[src/rtl/alu_pkg.sv]
// alu_pkg: function codes, FSM state encoding and legality check for the serial ALU
package alu_pkg;
  localparam logic [5:0] FN_AND = 6'd36;
  localparam logic [5:0] FN_OR  = 6'd37;
  localparam logic [5:0] FN_ADD = 6'd32;
  localparam logic [5:0] FN_SUB = 6'd34;
  localparam logic [5:0] FN_SLT = 6'd42;
  typedef enum logic {ST_IDLE, ST_RUN} state_t;
  function automatic logic is_legal_fn(input logic [5:0] f);
    return f inside {FN_AND, FN_OR, FN_ADD, FN_SUB, FN_SLT};
  endfunction
  function automatic logic is_sub_fn(input logic [5:0] f);
    return f == FN_SUB || f == FN_SLT;
  endfunction
endpackage

[src/rtl/alu_serial_slice.sv]
// alu_serial_slice: combinational 1-bit AND/OR/add/sub cell
module alu_serial_slice
  import alu_pkg::*;
(
  input  logic       a,
  input  logic       b,
  input  logic       cin,
  input  logic       sub,
  input  logic [5:0] fn,
  output logic       out,
  output logic       cout
);
  logic bx;
  always_comb begin
    bx   = b ^ sub;
    out  = fn == FN_AND ? a & bx : fn == FN_OR ? a | bx : a ^ bx ^ cin;
    cout = (a & bx) | (a & cin) | (bx & cin);
  end
endmodule

[src/rtl/alu_serial_ctrl.sv]
// alu_serial_ctrl: bit-serial ALU sequencer, one slice reused LSB first over WIDTH clocks
module alu_serial_ctrl
  import alu_pkg::*;
#(
  parameter int WIDTH = 32,
  parameter int IDX_W = $clog2(WIDTH)
) (
  input  logic             clk,
  input  logic             rst_n,
  input  logic             start,
  input  logic [5:0]       signal,
  input  logic [WIDTH-1:0] dataA,
  input  logic [WIDTH-1:0] dataB,
  output logic             busy,
  output logic             done,
  output logic             err,
  output logic [WIDTH-1:0] result,
  output logic             cout,
  output logic             ovf,
  output logic             zero
);
  state_t st_q, st_d;
  logic [WIDTH-1:0] a_q, b_q, acc_q, acc_d, res_fin;
  logic [5:0] fn_q;
  logic [IDX_W-1:0] idx_q;
  logic carry_q, s_out, s_cout, last, arith, ovf_w, accept;
  logic done_q, err_q, cout_q, ovf_q, zero_q;
  logic [WIDTH-1:0] result_q;
  alu_serial_slice u_slice (
    .a(a_q[idx_q]), .b(b_q[idx_q]), .cin(carry_q), .sub(is_sub_fn(fn_q)),
    .fn(fn_q), .out(s_out), .cout(s_cout)
  );
  // At the MSB edge carry_q is the carry into the MSB, so overflow needs no extra register
  always_comb begin
    accept = st_q == ST_IDLE && start && is_legal_fn(signal);
    last   = st_q == ST_RUN && idx_q == IDX_W'(WIDTH - 1);
    st_d   = accept ? ST_RUN : last ? ST_IDLE : st_q;
    arith  = fn_q != FN_AND && fn_q != FN_OR;
    ovf_w  = carry_q ^ s_cout;
    acc_d  = acc_q;
    acc_d[idx_q] = s_out;
    res_fin = fn_q == FN_SLT ? {{(WIDTH-1){1'b0}}, s_out ^ ovf_w} : acc_d;
  end
  always_ff @(posedge clk) st_q <= !rst_n ? ST_IDLE : st_d;
  always_ff @(posedge clk) begin
    if (!rst_n) begin
      a_q      <= '0;
      b_q      <= '0;
      acc_q    <= '0;
      fn_q     <= '0;
      idx_q    <= '0;
      carry_q  <= 1'b0;
      done_q   <= 1'b0;
      err_q    <= 1'b0;
      result_q <= '0;
      cout_q   <= 1'b0;
      ovf_q    <= 1'b0;
      zero_q   <= 1'b1;
    end else begin
      done_q <= 1'b0;
      err_q  <= 1'b0;
      if (accept) begin
        a_q     <= dataA;
        b_q     <= dataB;
        fn_q    <= signal;
        idx_q   <= '0;
        acc_q   <= '0;
        carry_q <= is_sub_fn(signal);
      end else if (st_q == ST_IDLE && start) begin
        done_q   <= 1'b1;
        err_q    <= 1'b1;
        result_q <= '0;
        zero_q   <= 1'b1;
        cout_q   <= 1'b0;
        ovf_q    <= 1'b0;
      end else if (st_q == ST_RUN) begin
        acc_q   <= acc_d;
        carry_q <= s_cout;
        idx_q   <= idx_q + IDX_W'(1);
        if (last) begin
          done_q   <= 1'b1;
          result_q <= res_fin;
          cout_q   <= arith & s_cout;
          ovf_q    <= arith & ovf_w;
          zero_q   <= res_fin == '0;
        end
      end
    end
  end
  assign busy   = st_q == ST_RUN;
  assign done   = done_q;
  assign err    = err_q;
  assign result = result_q;
  assign cout   = cout_q;
  assign ovf    = ovf_q;
  assign zero   = zero_q;
endmodule

[config.mk]
export PLATFORM = sky130hd
export DESIGN_NAME = alu_serial_ctrl
export DESIGN_NICKNAME = d
export VERILOG_FILES = /design/src/rtl/alu_pkg.sv /design/src/rtl/alu_serial_slice.sv /design/src/rtl/alu_serial_ctrl.sv
export SDC_FILE = /design/constraint.sdc
export NUM_CORES = 1
export LEC_CHECK = 0
export ABC_AREA = 1
export CORE_MARGIN = 2
export CORE_UTILIZATION = 42
export CTS_CLUSTER_DIAMETER = 30
export DETAILED_ROUTE_END_ITERATION = 16
export HOLD_SLACK_MARGIN = 0.12
export PLACE_DENSITY_LB_ADDON = 0.25
export SETUP_SLACK_MARGIN = 0.3
export SYNTH_ARGS = -nofsm -noshare
export SYNTH_HDL_FRONTEND = slang
export SYNTH_SLANG_ARGS = --single-unit
[constraint.sdc]
create_clock -name clk -period 3.3 [get_ports clk]
set_input_delay 0.66 -clock clk [delete_from_list [all_inputs] [get_ports clk]]
set_output_delay 0.66 -clock clk [all_outputs]
set_load 0.03 [all_outputs]
==> flow_summary.json, run 1 <==
{
  "status": "finished, final reports clean",
  "synth.area.top_cells": "dfxtp_1 40%, nand2_1 13%, nor2_1 8.7%, o21ai_0 8.7%, inv_1 7.4%",
  "period_minus_slack_ns": 2.67,
  "critPathKind": "register to register",
  "syn_to_final_growth_pct": 26.0,
  "ys.flop_type": "dfxtp_1",
  "clk_latency_ns": 0.43,
  "place_hpwl_um": 12300,
  "synth_most_common_cell": "nand2_1",
  "fin_worst_skew_ns": 0.00849,
  "grt_first_pass_wirelength_um": 30800,
  "period_share_pct": 80.8,
  "vias": 7100,
  "syn_area_per_cell_um2": 6.41,
  "rrSetupSlack_ns": 0.63,
  "cts_made_buffers": 17,
  "yosys.cell_types.count": 30,
  "power.density_mw_per_mm2": 462,
  "pin_count": 111,
  "crit_path_end": "zero",
  "maxSlewHeadroom_pct": 37.6,
  "cp-startpoint": "idx_q[1]",
  "wl_per_cell_um": 12.8,
  "maxCapViolCount": 0,
  "yosysTopAreaCellShare_pct": 40.4,
  "drt_iter0_drc": 589,
  "tritoncts": "yes",
  "grt_pass1_vias": 6358,
  "leakage_nw": 3.87,
  "grt_overflow": 0,
  "synth_edf_count": 0,
  "synth_area_mm2": 0.00723,
  "synth_largest_area_cell": "dfxtp_1",
  "clk_pin_slew_ns": 0.07,
  "drt-vias-per-instance": 4.93,
  "grt_use_total_pct": 20.9,
  "multi_input_area_mm2": 0.00349,
  "yosysWarningCount": 0,
  "synth_nets": 1206,
  "nNetsFinal": 1285,
  "syn-instance-count": 1128,
  "report.final.slew_viol_count": 0,
  "ctsHoldBuffers": 0,
  "drc": 0,
  "synth.yosys.seq_area_share_pct": 40.4,
  "fin_util_pct": 54.6,
  "finalSetupTns_ns": 0,
  "seq_area_mm2": 0.00293,
  "die_area_mm2": 0.0183,
  "worstRegToRegCells": 23,
  "rr_endpoint": "zero",
  "cp_data_arrival_time_ns": 3.04,
  "power.total_mw": 4.21,
  "worstSetupEndpointType": "register",
  "gp_congestion": 0.823,
  "port_buffers": 110,
  "max_freq_ghz": 0.375,
  "hold_class": "register to register",
  "nFillCells": 1687,
  "cts-root-buf": "clkbuf_16",
  "grt_max_degree": 101,
  "diodes": 0,
  "worst_ep_required_time_ns": 3.68,
  "htree_levels": 4,
  "worst_pin_slew_ns": 0.935,
  "hold_violations": 0,
  "cp_max_fo": 17,
  "clk_path_buf_depth": 2,
  "rsz0062_at_grt": "no",
  "synthTopCellsByCount": "253 x nand2_1, 167 x nor2_1, 146 x dfxtp_1, 143 x inv_1, 125 x o21ai_0",
  "finalSetupViolations": 0,
  "die_y_um": 135,
  "ys_ff_latch": 146,
  "antenna_found_initial": 0,
  "ant_nets": 0,
  "rows": 47,
  "drive_gt1_share_pct": 5.82,
  "async_flop_share_pct": 0,
  "design.core.area_mm2": 0.0167,
  "critPathLaunchType": "register",
  "initial_core_util_pct": 43.3,
  "ir_worst_vdd_mv": 0.391,
  "routed_wl_um": 18500,
  "regToRegStartpoint": "idx_q[1]",
  "die_x_um": 135,
  "clock_sinks": 146,
  "drt_pass1_iterations": 5
}
[worst min-delay path by stage]
| stage | cells after the start | slack [ns] | from | endpoint |
|---|---|---|---|---|
| after global routing | 2 | 0.47 | b_q[10] | b_q[10] |
| final | 2 | 0.45 | fn_q[4] | fn_q[4] |
| after CTS | 2 | 0.45 | b_q[13] | b_q[13] |
| after global placement | 2 | 0.44 | fn_q[4] | fn_q[4] |
| after detailed placement | 2 | 0.44 | b_q[13] | b_q[13] |
| after floorplan | 2 | 0.43 | b_q[10] | b_q[10] |
[flip-flops by register name (all words and copies together), names as in the netlist, 5 cells and up]
register,cells
result,32
acc_q,32
idx_q,5
a_q,32
b_q,32
fn_q,6
[through the flow]
| stage | instances | hold slack [ns] | setup slack, ns | area, µm² |
|---|---|---|---|---|
| after detailed placement | 1406 | 0.443 | 0.445 | 8410 |
| after floorplan | 1128 | 0.429 | 0.977 | 7230 |
| final | 1440 | 0.452 | 0.633 | 9110 |
| after global routing | 1440 | 0.469 | 0.310 | 9110 |
| after CTS | 1438 | 0.453 | 0.412 | 9010 |
| after global placement | 1406 | 0.439 | 0.459 | 8410 |
[power by group]
part / internal, mW / leakage, nW / switching (mW) / total (mW)
sequential: 1.80 / 1.18 / 0.0174 / 1.82
clock: 1.20 / 0.294 / 0.794 / 1.99
combinational: 0.175 / 2.39 / 0.223 / 0.398
[timing repair]
item                                    CTS  global route
hold endpoints to repair                  0             0
setup buffers                             0             1
endpoints found under the setup margin    0             4
resized for setup                         0            21
[layer usage]
metal,vias to the layer above,routed length [µm],track usage [%]
met5,-,0,0
met4,0,301,6.42
met2,186,8170,32.4
met1,3155,9030,29.1
met3,27,993,4.94
li1,3732,-,-
[layout make-up]
type	instances	share of cell area, %
Clock inverter	15	1.99
Inverter	145	6.09
Clock buffer	17	4.67
Timing Repair Buffer	127	13.9
Multi-Input combinational cell	770	38.2
Tap cell	220	3.02
Sequential cell	146	32.1
[worst max-delay path, stage by stage (launching register included)]
cell        delay [ns]
dfxtp_1           0.39
clkinvlp_4        0.12
buf_12            0.16
nand3_1           0.08
nand2_1           0.09
nand2_1           0.07
nand2_1           0.06
nor2_2            0.11
nand3_1           0.12
nand2_2           0.12
nand3_2           0.07
nand3_1           0.12
nand3_4           0.17
nand2_8           0.18
nand2_1           0.11
nand3_1           0.08
nand2_1           0.07
nor2_1            0.11
nand2_1           0.07
nor2_1            0.10
nand2_1           0.05
nand2_1           0.05
nand2_1           0.05
nand2_1           0.05
[kinds of logic after synthesis]
logic type / share of synthesized area, %
and+or+nand+nor: 29.0
adders and majority gates: 1.00
AOI/OAI and AO/OA: 17.2
xor gates and xnor gates: 0.242
DFF: 40.4
buffers and inverters: 12.2
[cell usage in the layout (no fill, tap or decap), types with 12 or more instances in the layout]
cell type	n
nor2_1	164
inv_1	142
nand3_1	68
o21ai_1	16
a21oi_1	102
nand2_1	251
dfxtp_1	144
o21ai_0	122
clkbuf_16	17
buf_4	12
nand4_1	16
clkdlybuf4s50_1	109
No activity file was read; power rests on OpenSTA's default activity.
==> run 2, diff against run 1 <==
==> constraint.sdc (replaced) <==
create_clock -name clk -period 2.7 [get_ports clk]
set_input_delay 0.54 -clock clk [delete_from_list [all_inputs] [get_ports clk]]
set_output_delay 0.54 -clock clk [all_outputs]
set_load 0.03 [all_outputs]
==> flow_summary.json, run 2 (synthesis results as in run 1) <==
{
  "route.met3.wl_um": 1080,
  "drc": 0,
  "power.density_mw_per_mm2": 520,
  "port_buffers": 110,
  "leakage_nw": 4.27,
  "antenna_found_initial": 0,
  "hold_start": "b_q[3]",
  "syn_to_final_growth_pct": 38.9,
  "p_int_mw": 3.94,
  "ir_worst_vdd_mv": 0.448,
  "design.core.area_mm2": 0.0167,
  "clk_latency_ns": 0.43,
  "top_layer": "met4",
  "drt-met1-wl_um": 9450,
  "p_sw_share_pct": 24.7,
  "layout_setup_ws_ns": -0.126,
  "grt_max_degree": 77,
  "drt_pass1_iterations": 6,
  "rsz0062_at_grt": "yes",
  "switching_power_mw": 1.29,
  "regToRegStartpoint": "idx_q[0]",
  "die_y_um": 135,
  "initial_core_util_pct": 43.3,
  "routed_wl_um": 19900,
  "cp_max_fo": 8,
  "pwr-share-clk_pct": 45.5,
  "clk_pin_slew_ns": 0.06,
  "clk_path_buf_depth": 2,
  "max_freq_ghz": 0.354,
  "report.final.slew_viol_count": 0,
  "cts-root-buf": "clkbuf_16",
  "maxCapViolCount": 0,
  "critPathLaunchType": "register",
  "die_area_mm2": 0.0183,
  "grt_overflow": 0,
  "worst_ep_required_time_ns": 3.08,
  "wl_per_cell_um": 13.3,
  "maxSlewHeadroom_pct": 57.6,
  "diodes": 0,
  "drt_iter0_drc": 620,
  "worst_pin_slew_ns": 0.636,
  "most-common-layout-cells": "207 x nand2_1, 159 x nor2_1, 143 x dfxtp_1",
  "gp_congestion": 0.894,
  "hold_class": "register to register",
  "cp_data_arrival_time_ns": 3.20,
  "hold_violations": 0,
  "grt_first_pass_wirelength_um": 31300,
  "cts_made_buffers": 17,
  "period_minus_slack_ns": 2.83,
  "seq_power_share_pct": 42.6,
  "rrSetupSlack_ns": -0.13,
  "ant_nets": 0,
  "tritoncts": "yes",
  "grt_use_total_pct": 21.3,
  "status": "finished with violations",
  "finalSetupTns_ns": -0.126,
  "nFillCells": 1571,
  "cp-startpoint": "idx_q[0]",
  "fin_hold_ws_ns": 0.450,
  "nNetsFinal": 1344,
  "failed_checks": "setup timing",
  "dpl.cell_count": 1448,
  "worstSetupEndpointType": "register",
  "period_share_pct": 105,
  "dr_wl_met2_um": 9000,
  "grt_pass1_vias": 6406,
  "final_common_cell": "nand2_1",
  "place_hpwl_um": 12600,
  "p_comb_share_pct": 11.9,
  "vias": 7443,
  "clock_sinks": 146,
  "critPathKind": "register to register",
  "drt-vias-per-instance": 4.97,
  "die_x_um": 135,
  "htree_levels": 4,
  "drive_gt1_share_pct": 15.8,
  "pin_count": 111,
  "finalSetupViolations": 1,
  "fin_worst_skew_ns": 0.00899,
  "rows": 47,
  "fin_cells": 1497
}
==> run 2: metal layers <==
layer / vias up / GRT usage (%)
li1: 3860 / -
met1: 3349 / 30.3
met2: 203 / 32.4
met3: 31 / 3.93
met4: 0 / 7.29
met5: - / 0
==> run 2: metrics by stage <==
stage	util (%)	cell area (µm²)	total power [mW]	setup slack, ns
global placement	52.5	8770	2.74	0.0174
finish	60.1	10000	5.22	-0.126
floorplan	-	7230	2.56	0.377
global route	60.1	10000	5.40	-0.335
detailed placement	52.5	8770	2.75	-0.0476
CTS	56.5	9430	5.13	0.0921
==> run 2: path summary, 6_finish.rpt <==
check	depth (start not counted)	endpoint
setup / recovery	27	zero
hold / removal	2	b_q[3]
setup reg to reg	27	zero
hold reg to reg	2	b_q[3]
==> run 2: final cells by class <==
| cell class | count | area, µm² | area share, % |
|---|---|---|---|
| Clock buffer | 18 | 429 | 4.27 |
| Clock inverter | 12 | 159 | 1.58 |
| Inverter | 145 | 561 | 5.58 |
| Multi-Input combinational cell | 772 | 3820 | 38.0 |
| Sequential cell | 146 | 2930 | 29.2 |
| Tap cell | 220 | 275 | 2.74 |
| Timing Repair Buffer | 184 | 1870 | 18.6 |
==> run 2: power by group through the flow <==
stage | Combinational, mW | Clock [mW] | Sequential (mW)
finish | 0.621 | 2.38 | 2.22
global route | 0.683 | 2.49 | 2.23
CTS | 0.501 | 2.40 | 2.22
detailed placement | 0.476 | 0 | 2.27
global placement | 0.473 | 0 | 2.27
floorplan | 0.292 | 0 | 2.27
==> run 2: critical path, stage by stage (launching register included) <==
cell     delay, ns
dfxtp_4       0.47
buf_8         0.15
nand2_1       0.06
nand3_1       0.10
nand2_1       0.09
nand2_2       0.07
nand2_2       0.06
nor2_4        0.13
nand2_1       0.08
nand2_2       0.08
nand2_2       0.08
nand3_2       0.08
nand2_2       0.05
nand2_2       0.08
nand3_4       0.15
buf_6         0.18
nand2_8       0.10
buf_4         0.13
o21ai_4       0.05
nand2_1       0.05
nand2_1       0.05
nor2_1        0.11
nand2_1       0.06
nor2_1        0.08
nand2_1       0.06
nand2_1       0.05
nand2_1       0.05
nand2_1       0.05
==> run 2: timing repair <==
item                                    in CTS  in global routing
cloned                                       2                  4
endpoints found under the setup margin      64                 67
hold buffers                                 0                  0
setup buffers                                0                 13
resized for setup                           14                143
pin swaps                                    2                 17
